==> config.mk <==
export PLATFORM = sky130hd
export DESIGN_NAME = uart_byte_rx
export DESIGN_NICKNAME = d
export VERILOG_FILES = /design/src/rtl/uart_byte_rx.sv
export SDC_FILE = /design/constraint.sdc
export NUM_CORES = 1
export LEC_CHECK = 0
export ABC_AREA = 1
export BUFFER_PORTS_ARGS = -buffer_cell sky130_fd_sc_hd__buf_2
export CORE_ASPECT_RATIO = 0.6
export CORE_MARGIN = 2
export CORE_UTILIZATION = 53
export CTS_BUF_LIST = sky130_fd_sc_hd__clkbuf_4 sky130_fd_sc_hd__clkbuf_8
export DETAILED_ROUTE_END_ITERATION = 6
export PLACE_DENSITY = 0.76
export SKIP_CTS_REPAIR_TIMING = 1
export SYNTH_ARGS = -nofsm -noshare
export SYNTH_HDL_FRONTEND = slang
export SYNTH_SLANG_ARGS = --single-unit
==> constraint.sdc <==
create_clock -name clk -period 1.63 [get_ports clk]
set_input_delay 0.0815 -clock clk [delete_from_list [all_inputs] [get_ports clk]]
set_output_delay 0.0815 -clock clk [all_outputs]
set_load 0.01 [all_outputs]
==> src/rtl/uart_byte_rx.sv <==
// uart_byte_rx: 8N1 UART receiver, 16x oversampled with 3-sample majority; define UART_RX_PARITY_EN for 8E1 with Parity_err
module uart_byte_rx #(
  parameter int CLK_FREQ = 50000000,
  parameter int SYNC_STAGES = 2
) (
  input  logic       clk,
  input  logic       reset,
  input  logic [2:0] Baud_set,
  input  logic       uart_rx,
  output logic [7:0] Data,
  output logic       Rx_done,
  output logic       Frame_err,
`ifdef UART_RX_PARITY_EN
  output logic       Parity_err,
`endif
  output logic       Rx_busy
);
  localparam int D0 = CLK_FREQ / (9600 * 16);
  localparam int D1 = CLK_FREQ / (19200 * 16);
  localparam int D2 = CLK_FREQ / (38400 * 16);
  localparam int D3 = CLK_FREQ / (57600 * 16);
  localparam int D4 = CLK_FREQ / (115200 * 16);
  typedef enum logic [2:0] {
    IDLE,
    START,
    DATA,
`ifdef UART_RX_PARITY_EN
    PARITY,
`endif
    STOP
  } state_t;
  state_t state;
  logic [SYNC_STAGES-1:0] sync;
  logic rx_s, rx_d, fall, tick, maj, s7, s8;
  logic [2:0] baud_l, bit_idx;
  logic [15:0] div_cnt, div_m1;
  logic [3:0] tick_cnt;
  logic [7:0] shift_reg;
`ifdef UART_RX_PARITY_EN
  logic par;
`endif
  assign rx_s = sync[SYNC_STAGES-1];
  assign fall = rx_d & ~rx_s;
  assign div_m1 = baud_l == 3'd1 ? 16'(D1 - 1) :
                  baud_l == 3'd2 ? 16'(D2 - 1) :
                  baud_l == 3'd3 ? 16'(D3 - 1) :
                  baud_l == 3'd4 ? 16'(D4 - 1) : 16'(D0 - 1);
  assign tick = div_cnt == div_m1;
  // the third sample is the live one, so the vote resolves on tick 9 itself
  assign maj = (s7 & s8) | (s7 & rx_s) | (s8 & rx_s);
  // synchroniser, oversampling counters and frame FSM with registered pulses
  always_ff @(posedge clk) begin
    if (reset) begin
      sync <= '1;
      rx_d <= 1'b1;
      state <= IDLE;
      baud_l <= '0;
      div_cnt <= '0;
      tick_cnt <= '0;
      bit_idx <= '0;
      s7 <= 1'b0;
      s8 <= 1'b0;
      shift_reg <= '0;
      Data <= '0;
      Rx_done <= 1'b0;
      Frame_err <= 1'b0;
      Rx_busy <= 1'b0;
`ifdef UART_RX_PARITY_EN
      par <= 1'b0;
      Parity_err <= 1'b0;
`endif
    end else begin
      sync <= {sync[SYNC_STAGES-2:0], uart_rx};
      rx_d <= rx_s;
      Rx_done <= 1'b0;
      Frame_err <= 1'b0;
`ifdef UART_RX_PARITY_EN
      Parity_err <= 1'b0;
`endif
      if (state == IDLE) begin
        if (fall) begin
          baud_l <= Baud_set;
          div_cnt <= '0;
          tick_cnt <= '0;
          bit_idx <= '0;
          Rx_busy <= 1'b1;
          state <= START;
        end
      end else begin
        div_cnt <= tick ? '0 : div_cnt + 16'd1;
        if (tick) begin
          tick_cnt <= tick_cnt + 4'd1;
          if (tick_cnt == 4'd7) s7 <= rx_s;
          if (tick_cnt == 4'd8) s8 <= rx_s;
          if (tick_cnt == 4'd9) begin
            if (state == START && maj) begin
              state <= IDLE;
              Rx_busy <= 1'b0;
            end
            if (state == DATA) shift_reg[bit_idx] <= maj;
`ifdef UART_RX_PARITY_EN
            if (state == PARITY) par <= maj;
`endif
            if (state == STOP) begin
              state <= IDLE;
              Rx_busy <= 1'b0;
              if (!maj) Frame_err <= 1'b1;
`ifdef UART_RX_PARITY_EN
              else if (^{shift_reg, par}) Parity_err <= 1'b1;
`endif
              else begin
                Data <= shift_reg;
                Rx_done <= 1'b1;
              end
            end
          end
          if (tick_cnt == 4'd15) begin
            if (state == START) begin
              state <= DATA;
              bit_idx <= '0;
            end
            if (state == DATA) begin
              bit_idx <= bit_idx + 3'd1;
`ifdef UART_RX_PARITY_EN
              if (bit_idx == 3'd7) state <= PARITY;
`else
              if (bit_idx == 3'd7) state <= STOP;
`endif
            end
`ifdef UART_RX_PARITY_EN
            if (state == PARITY) state <= STOP;
`endif
          end
        end
      end
    end
  end
endmodule

==> results of run 1 <==
-- cell usage after synthesis (all sizes together) --
| library cell | count | area share |
|---|---|---|
| clkbuf | 7 | 0.0092 |
| a21oi | 28 | 0.049 |
| o21a | 1 | 0.0026 |
| nand3 | 36 | 0.065 |
| nor4 | 1 | 0.0022 |
| nor2 | 75 | 0.10 |
| dfxtp | 53 | 0.37 |
| nand2 | 139 | 0.19 |
| o21ai | 14 | 0.025 |
| and3 | 1 | 0.0022 |
| inv | 69 | 0.091 |
| xor2 | 1 | 0.0031 |
| ha | 6 | 0.026 |
| nor3 | 1 | 0.0018 |
| nand3b | 1 | 0.0026 |
| buf | 3 | 0.0070 |
| o31ai | 1 | 0.0026 |
| o41ai | 1 | 0.0031 |
| or2 | 5 | 0.011 |
| nand4 | 15 | 0.033 |
-- worst min-delay path, stage by stage --
cell and delay (ns):
sky130_fd_sc_hd__buf_2 0.07, sky130_fd_sc_hd__o21ai_0 0.07, sky130_fd_sc_hd__a21oi_1 0.11
-- through the flow --
stage               hold WS [ns]  setup slack [ns]  cell area [um2]   util  TNS [ns]
CTS                      -0.0453            -0.223             3390  0.660     -5.68
floorplan                  0.151            0.0256             2850      -         0
global placement           0.271            -0.108             3300  0.643     -1.52
global route              0.0800            -0.279             3700  0.722     -7.63
detailed placement         0.270            -0.165             3300  0.643     -3.49
finish                    0.0593            -0.191             3700  0.722     -3.93
-- metal layers --
metal  wire length (um)  global-route usage
met5                  0                   0
met4                 74              0.0391
met3                699              0.0495
met2               3220               0.310
met1               3760               0.379
-- cell families after synthesis --
group                    Yosys count  synth area share
flip-flops                        53             0.372
AO/OA/AOI/OAI                     45            0.0821
AND/OR/NAND/NOR                  274             0.409
buffers and inverters             79             0.107
adder cells (fa/ha/maj)            6            0.0263
XOR/XNOR                           1           0.00307
-- cell type report --
cell class,instances,share of cell area
clock buffers,5,0.0186
clock inverters,3,0.00608
inverters,69,0.0733
multi-input cells,326,0.447
flip-flops and latches,53,0.292
well taps,66,0.0223
repair buffers,70,0.140
-- power groups by stage --
stage	logic [W]	registers, W	clock network (W)
floorplan	0.000240	0.00138	0
global placement	0.000345	0.00139	0
detailed placement	0.000355	0.00139	0
CTS	0.000358	0.00136	0.000776
global route	0.000497	0.00137	0.000817
finish	0.000455	0.00136	0.000767
-- worst max-delay path by stage --
stage	startpoint	endpoint	slack, ns
final	baud_l[0]$_SDFFE_PP0P_	Rx_done$_SDFF_PP0_	-0.19
after global routing	div_cnt[9]$_SDFFE_PP0P_	Data[7]$_SDFFE_PP0P_	-0.28
after floorplan	baud_l[0]$_SDFFE_PP0P_	Data[0]$_SDFFE_PP0P_	0.03
after global placement	div_cnt[2]$_SDFFE_PP0P_	div_cnt[15]$_SDFFE_PP0P_	-0.11
after detailed placement	baud_l[2]$_SDFFE_PP0P_	bit_idx[0]$_SDFFE_PP0P_	-0.17
after CTS	baud_l[2]$_SDFFE_PP0P_	bit_idx[0]$_SDFFE_PP0P_	-0.22
==> results.rst, run 1 <==
.. list-table::
   :header-rows: 1

   * - Metric
     - Value
   * - Final setup skew
     - 0.00628 ns
   * - Die width
     - 98.7 um
   * - Wire length of the first global-routing pass
     - 11,200 um
   * - Endpoint of the worst register-to-register path
     - Rx_done$_SDFF_PP0_
   * - Family of cells with the greatest summed delay on the critical path
     - simple AND/OR/NAND/NOR gates
   * - Fin crit period
     - 1.82 ns
   * - Number of stages on the worst hold path
     - 3
   * - Worst Hold Launch
     - Baud_set[1]
   * - Post-route fraction of the period consumed by the critical path
     - 1.12
   * - Slowest cell on the critical path
     - sky130_fd_sc_hd__dfxtp_4
   * - Floorplan die height
     - 60.8 um
   * - Initial DRC count
     - 398
   * - Commonest non-fill, non-tap cells in the layout
     - sky130_fd_sc_hd__nand2_1 (120), sky130_fd_sc_hd__nor2_1 (63), sky130_fd_sc_hd__inv_1 (62)
   * - Maximum level of the CTS H-tree
     - 2
   * - Standard cell core area
     - 5130 um2
   * - HPWL Detailed
     - 5140 um
   * - Aggregate global-route resource usage
     - 0.232
   * - Reported leakage power
     - 1.79 nW
   * - Outcome
     - finished, violations left
   * - Area growth, synth to finish
     - 29.9%
   * - End point of the worst hold path
     - baud_l[1]$_SDFFE_PP0P_
   * - Post-Syn Area per Cell
     - 6.22 um2
   * - Total number of yosys warnings
     - 0
   * - Max-slew violation total from the final report
     - 0
   * - Reported max-cap violation count
     - 0
   * - Arrival time worst endpoint
     - 2.08 ns
   * - Number of buffers inserted during clock tree synthesis
     - 5
   * - Total number of vias
     - 3,124
   * - Share of total power in combinational logic
     - 0.176
   * - Fill count
     - 395
   * - Delay of the slowest cell on the worst path
     - 0.39 ns
   * - Clock Root Buffer
     - sky130_fd_sc_hd__clkbuf_8
   * - PD cells
     - 699 nW/um2
   * - Cell Rows
     - 20
   * - Endpoint required time on the critical path
     - 1.89 ns
   * - Aggregate routed wire length
     - 7760 um
   * - Number of nets still failing antenna checks after routing
     - 0
   * - Violated checks
     - setup timing
   * - Power share of the sequential group
     - 0.527
   * - Pre-Repair DR Iteration Count
     - 5
   * - Critical path's most frequent cell
     - sky130_fd_sc_hd__nand2_1
   * - Cells along the critical path
     - buf_4 -> nand3_2 -> nand2_1 -> nand2_1 -> nor2_1 -> nand2_1 -> nor2_2 -> nand2_2 -> nor2_4 -> buf_4 -> buf_6 -> nand2_2 -> nor2_2
   * - Slack of the worst reg-to-reg path
     - -0.19 ns
   * - Stages on the worst setup path
     - 13
   * - Clock tree from TritonCTS
     - yes
   * - Area occupied by multi-input gates
     - 1660 um2
   * - Setup violation total in the final timing report
     - 40
   * - Sw Ratio
     - 0.308
   * - Drt via density
     - 5.28
   * - Per-cell routed wire length
     - 13.1 um
   * - Share of synthesized area occupied by flip-flops and latches
     - 0.372
   * - Peak fanout along the critical path
     - 5
   * - Worst setup SP type
     - flop
   * - Placed insts
     - 574
   * - Share of final-layout standard cells stronger than drive strength 1
     - 0.264
   * - Combined buffer and inverter count along the critical path
     - 3
   * - Internal power
     - 0.00179 W
   * - Final hold violation count
     - 0
   * - Port Buf Inserts
     - 16
   * - Number of top-level pins
     - 17
   * - Sort of element at the end of the critical path
     - flop
   * - Via count of the first global-routing pass
     - 2,394
   * - Number of remaining DRC errors
     - 0
   * - Total congestion overflow
     - 0
   * - Combined flip-flop and latch cell area
     - 1080 um2
   * - Count of inserted antenna diode cells
     - 0
   * - Count of unique library cells instantiated by Yosys
     - 28
   * - Sink count of the clock tree
     - 53
   * - Setup repair after global routing missed its margin
     - yes
   * - Peak supply drop
     - 0.356 mV
   * - Final-stage net count
     - 537
   * - Launch point of the worst reg-to-reg path
     - baud_l[0]$_SDFFE_PP0P_
   * - Type of the worst min-delay path
     - in2reg
   * - Effective utilization at floorplan
     - 0.556
   * - Worst slew pin tran
     - 0.383 ns
   * - Relative contribution of the clock network to total power
     - 0.297
   * - Final worst slack
     - -0.191 ns
   * - Count of placed standard cells in the final layout, fillers left out
     - 592
   * - Synthesized instance count
     - 458
   * - Sw power
     - 0.000796 W
   * - Leading cell type in the layout, fill and taps excluded
     - sky130_fd_sc_hd__nand2_1
   * - Seq cells post-synth
     - 53
   * - Max-Slew Margin vs Limit
     - 0.742
   * - FMAX
     - 0.549 GHz
   * - Clock Pin Slew Worst Setup and Hold Paths
     - 0.10 ns
   * - Clock latency at the later pin of the worst-skew pair
     - 0.31 ns
   * - Routability-driven placement congestion ratio
     - 0.876
   * - Flip-flop count of the largest register after layout
     - 16
   * - Worst-case reg-to-reg path depth
     - 13
   * - Final Total Pwr
     - 0.00259 W
   * - Die area
     - 6000 um2
   * - Post-synth design cell area
     - 2850 um2
   * - Number of buffers between clock root and the deepest sink
     - 2
   * - Initial antenna violation count
     - 0
   * - Synth Net Count
     - 470
   * - Critical Setup Path Class
     - reg2reg
   * - Maximum number of pins on one net before global-route repair
     - 27
(Power assumes the default switching activity.)
==> run 2, diff against run 1 <==
--- a/config.mk
+++ b/config.mk
@@ -9,10 +9,11 @@
 export BUFFER_PORTS_ARGS = -buffer_cell sky130_fd_sc_hd__buf_2
 export CORE_ASPECT_RATIO = 0.6
 export CORE_MARGIN = 2
-export CORE_UTILIZATION = 53
+export CORE_UTILIZATION = 25
 export CTS_BUF_LIST = sky130_fd_sc_hd__clkbuf_4 sky130_fd_sc_hd__clkbuf_8
 export DETAILED_ROUTE_END_ITERATION = 6
-export PLACE_DENSITY = 0.76
+export PLACE_DENSITY = 0.43
+export SETUP_SLACK_MARGIN = 0.02
 export SKIP_CTS_REPAIR_TIMING = 1
 export SYNTH_ARGS = -nofsm -noshare
 export SYNTH_HDL_FRONTEND = slang
==> run 2 against run 1 <==
Effect of this change: the run still ends with setup timing left; die area rose by 100%; cell count increased by 14%; clock skew increased by 0.0013 ns; sequential share of layout area down 2.7 points; via count decreased by 5.9%; non-clock buffer count rose by 1; worst setup slack better by 0.071 ns; power increased by 6.2%; maximum frequency increased by 4.1%; flip-flop and latch count stayed put.
==> results.rst, run 2 (synthesis gave the netlist of run 1 again) <==
.. list-table::
   :header-rows: 1

   * - Metric
     - Value
   * - Reported max-cap violation count
     - 0 (unchanged)
   * - Effective utilization at floorplan
     - 0.254 (was 0.556)
   * - Share of final-layout standard cells stronger than drive strength 1
     - 0.329 (was 0.264)
   * - Violated checks
     - setup timing (unchanged)
   * - Endpoint required time on the critical path
     - 1.89 ns (about the same)
   * - Number of nets still failing antenna checks after routing
     - 0 (unchanged)
   * - Commonest non-fill, non-tap cells in the layout
     - sky130_fd_sc_hd__nand2_1 (112), sky130_fd_sc_hd__nor2_1 (63), sky130_fd_sc_hd__inv_1 (59) (was sky130_fd_sc_hd__nand2_1 (120), sky130_fd_sc_hd__nor2_1 (63), sky130_fd_sc_hd__inv_1 (62))
   * - Family of cells with the greatest summed delay on the critical path
     - simple AND/OR/NAND/NOR gates (unchanged)
   * - Post-route fraction of the period consumed by the critical path
     - 1.07 (was 1.12)
   * - Number of stages on the worst hold path
     - 3 (unchanged)
   * - Area growth, synth to finish
     - 43.0% (was 29.9%)
   * - Max-Slew Margin vs Limit
     - 0.747 (was 0.742)
   * - Wire length of the first global-routing pass
     - 12,300 um (was 11,200 um)
   * - Worst slew pin tran
     - 0.375 ns (was 0.383 ns)
   * - Routability-driven placement congestion ratio
     - 0.818 (was 0.876)
   * - Clock Pin Slew Worst Setup and Hold Paths
     - 0.10 ns (about the same)
   * - Critical Setup Path Class
     - reg2reg (unchanged)
   * - Sw Ratio
     - 0.321 (was 0.308)
   * - Count of inserted antenna diode cells
     - 0 (unchanged)
   * - Maximum number of pins on one net before global-route repair
     - 24 (was 27)
   * - Number of buffers between clock root and the deepest sink
     - 2 (unchanged)
   * - Standard cell core area
     - 11,200 um2 (was 5130 um2)
   * - Aggregate routed wire length
     - 7930 um (was 7760 um)
   * - Port Buf Inserts
     - 16 (unchanged)
   * - Share of total power in combinational logic
     - 0.209 (was 0.176)
   * - Drt via density
     - 4.37 (was 5.28)
   * - Via count of the first global-routing pass
     - 2,525 (was 2,394)
   * - Slowest cell on the critical path
     - sky130_fd_sc_hd__dfxtp_4 (unchanged)
   * - Total congestion overflow
     - 0 (unchanged)
   * - Fin crit period
     - 1.75 ns (was 1.82 ns)
   * - Final-stage net count
     - 540 (was 537)
   * - Post-place setup slack
     - -0.221 ns (was -0.165 ns)
   * - Reported leakage power
     - 1.90 nW (was 1.79 nW)
   * - Power share of the sequential group
     - 0.498 (was 0.527)
   * - Worst-case reg-to-reg path depth
     - 15 (was 13)
   * - Clock Root Buffer
     - sky130_fd_sc_hd__clkbuf_8 (unchanged)
   * - Die width
     - 142 um (was 98.7 um)
   * - Sink count of the clock tree
     - 53 (unchanged)
   * - Arrival time worst endpoint
     - 2.01 ns (was 2.08 ns)
   * - Sort of element at the end of the critical path
     - flop (unchanged)
   * - Combined buffer and inverter count along the critical path
     - 5 (was 3)
   * - Sw power
     - 0.000881 W (was 0.000796 W)
   * - Leading cell type in the layout, fill and taps excluded
     - sky130_fd_sc_hd__nand2_1 (unchanged)
   * - Aggregate global-route resource usage
     - 0.126 (was 0.232)
   * - PD cells
     - 674 nW/um2 (was 699 nW/um2)
   * - Total number of vias
     - 2,941 (was 3,124)
   * - Delay of the slowest cell on the worst path
     - 0.39 ns (about the same)
   * - Relative contribution of the clock network to total power
     - 0.293 (was 0.297)
   * - Die area
     - 12,300 um2 (was 6000 um2)
   * - Final hold violation count
     - 0 (unchanged)
   * - HPWL Detailed
     - 5480 um (was 5140 um)
   * - Per-cell routed wire length
     - 11.8 um (was 13.1 um)
   * - Initial antenna violation count
     - 0 (unchanged)
   * - Peak fanout along the critical path
     - 5 (unchanged)
   * - Number of top-level pins
     - 17 (unchanged)
   * - Outcome
     - finished, violations left (unchanged)
   * - Max-slew violation total from the final report
     - 0 (unchanged)
   * - Stages on the worst setup path
     - 15 (was 13)
   * - Type of the worst min-delay path
     - in2reg (unchanged)
   * - Cell Rows
     - 30 (was 20)
   * - Fill count
     - 1,188 (was 395)
   * - Final setup skew
     - 0.00759 ns (was 0.00628 ns)
   * - Count of placed standard cells in the final layout, fillers left out
     - 673 (was 592)
   * - Setup repair after global routing missed its margin
     - yes (unchanged)
   * - Internal power
     - 0.00187 W (was 0.00179 W)
   * - Clock latency at the later pin of the worst-skew pair
     - 0.32 ns (was 0.31 ns)
   * - Placed insts
     - 653 (was 574)
   * - FMAX
     - 0.571 GHz (was 0.549 GHz)
   * - Setup violation total in the final timing report
     - 34 (was 40)
   * - Number of remaining DRC errors
     - 0 (unchanged)
   * - Floorplan die height
     - 86.7 um (was 60.8 um)
   * - Cells along the critical path
     - buf_6 -> nand3_2 -> nand2_2 -> nand2_1 -> nand2_1 -> inv_2 -> nand2_2 -> nor2_4 -> nand2_4 -> buf_12 -> nand2_8 -> buf_12 -> inv_8 -> nand3_2 -> a21oi_2 (was buf_4 -> nand3_2 -> nand2_1 -> nand2_1 -> nor2_1 -> nand2_1 -> nor2_2 -> nand2_2 -> nor2_4 -> buf_4 -> buf_6 -> nand2_2 -> nor2_2)
   * - Initial DRC count
     - 170 (was 398)
   * - Maximum level of the CTS H-tree
     - 2 (unchanged)
   * - Peak supply drop
     - 0.281 mV (was 0.356 mV)
   * - Worst setup SP type
     - flop (unchanged)
   * - Pre-Repair DR Iteration Count
     - 4 (was 5)
   * - Number of buffers inserted during clock tree synthesis
     - 5 (unchanged)
   * - Flip-flop count of the largest register after layout
     - 16 (unchanged)
   * - Clock tree from TritonCTS
     - yes (unchanged)
   * - Final worst slack
     - -0.120 ns (was -0.191 ns)
## run 2: cell count changes in the layout (fill, tap and decap cells not counted), sizes merged
cell	change
buf	+1
clkbuf	+1
nand2	+1
clkinvlp	-1
clkinv	+1
## run 2: path summary, 6_finish.rpt
path                                from                 endpoint  slack (ns)
setup / recovery  baud_l[1]$_SDFFE_PP0P_  div_cnt[8]$_SDFFE_PP0P_       -0.12
hold / removal               Baud_set[2]   baud_l[2]$_SDFFE_PP0P_        0.05
setup reg to reg  baud_l[1]$_SDFFE_PP0P_  div_cnt[8]$_SDFFE_PP0P_       -0.12
hold reg to reg       sync[0]$_SDFF_PP1_       sync[1]$_SDFF_PP1_        0.42
## run 2: power groups by stage
stage / clock network (W) / logic, W / registers [W]
floorplan: 0 / 0.000240 / 0.00138
global placement: 0 / 0.000386 / 0.00139
detailed placement: 0 / 0.000384 / 0.00139
CTS: 0.000851 / 0.000386 / 0.00136
global route: 0.000903 / 0.000636 / 0.00138
finish: 0.000805 / 0.000574 / 0.00137
## run 2: tightest hold or removal path, stage by stage
cell                      delay, ns
sky130_fd_sc_hd__buf_2         0.07
sky130_fd_sc_hd__o21ai_0       0.07
sky130_fd_sc_hd__a21oi_1       0.11
## run 2: area by class of cell
cell class / count / area (um2) / area share
clock buffers: 6 / 76.3 / 0.0187
clock inverters: 2 / 15.0 / 0.00368
inverters: 69 / 287 / 0.0703
multi-input cells: 327 / 1870 / 0.459
flip-flops and latches: 53 / 1080 / 0.266
well taps: 144 / 180 / 0.0442
repair buffers: 71 / 552 / 0.135
repair inverters: 1 / 11.3 / 0.00276
## run 2: through the flow
step | util | cell area, um2 | total power [W] | TNS [ns] | hold slack [ns]
4_1_cts | 0.312 | 3510 | 0.00260 | -6.93 | -0.0669
3_3_place_gp | 0.304 | 3410 | 0.00178 | -4.82 | 0.277
5_1_grt | 0.363 | 4080 | 0.00292 | -6.93 | 0.0928
2_1_floorplan | - | 2850 | 0.00162 | 0 | 0.151
3_5_place_dp | 0.304 | 3410 | 0.00177 | -5.44 | 0.278
6_report | 0.363 | 4080 | 0.00275 | -1.79 | 0.0473
## run 2: routing by layer
layer / wire, um / GRT usage / vias to the layer above
met5: 0 / 0 / -
met2: 3050 / 0.161 / 51
met3: 320 / 0.0271 / 7
met4: 73 / 0.0382 / 0
li1: - / - / 1574
met1: 4480 / 0.203 / 1309
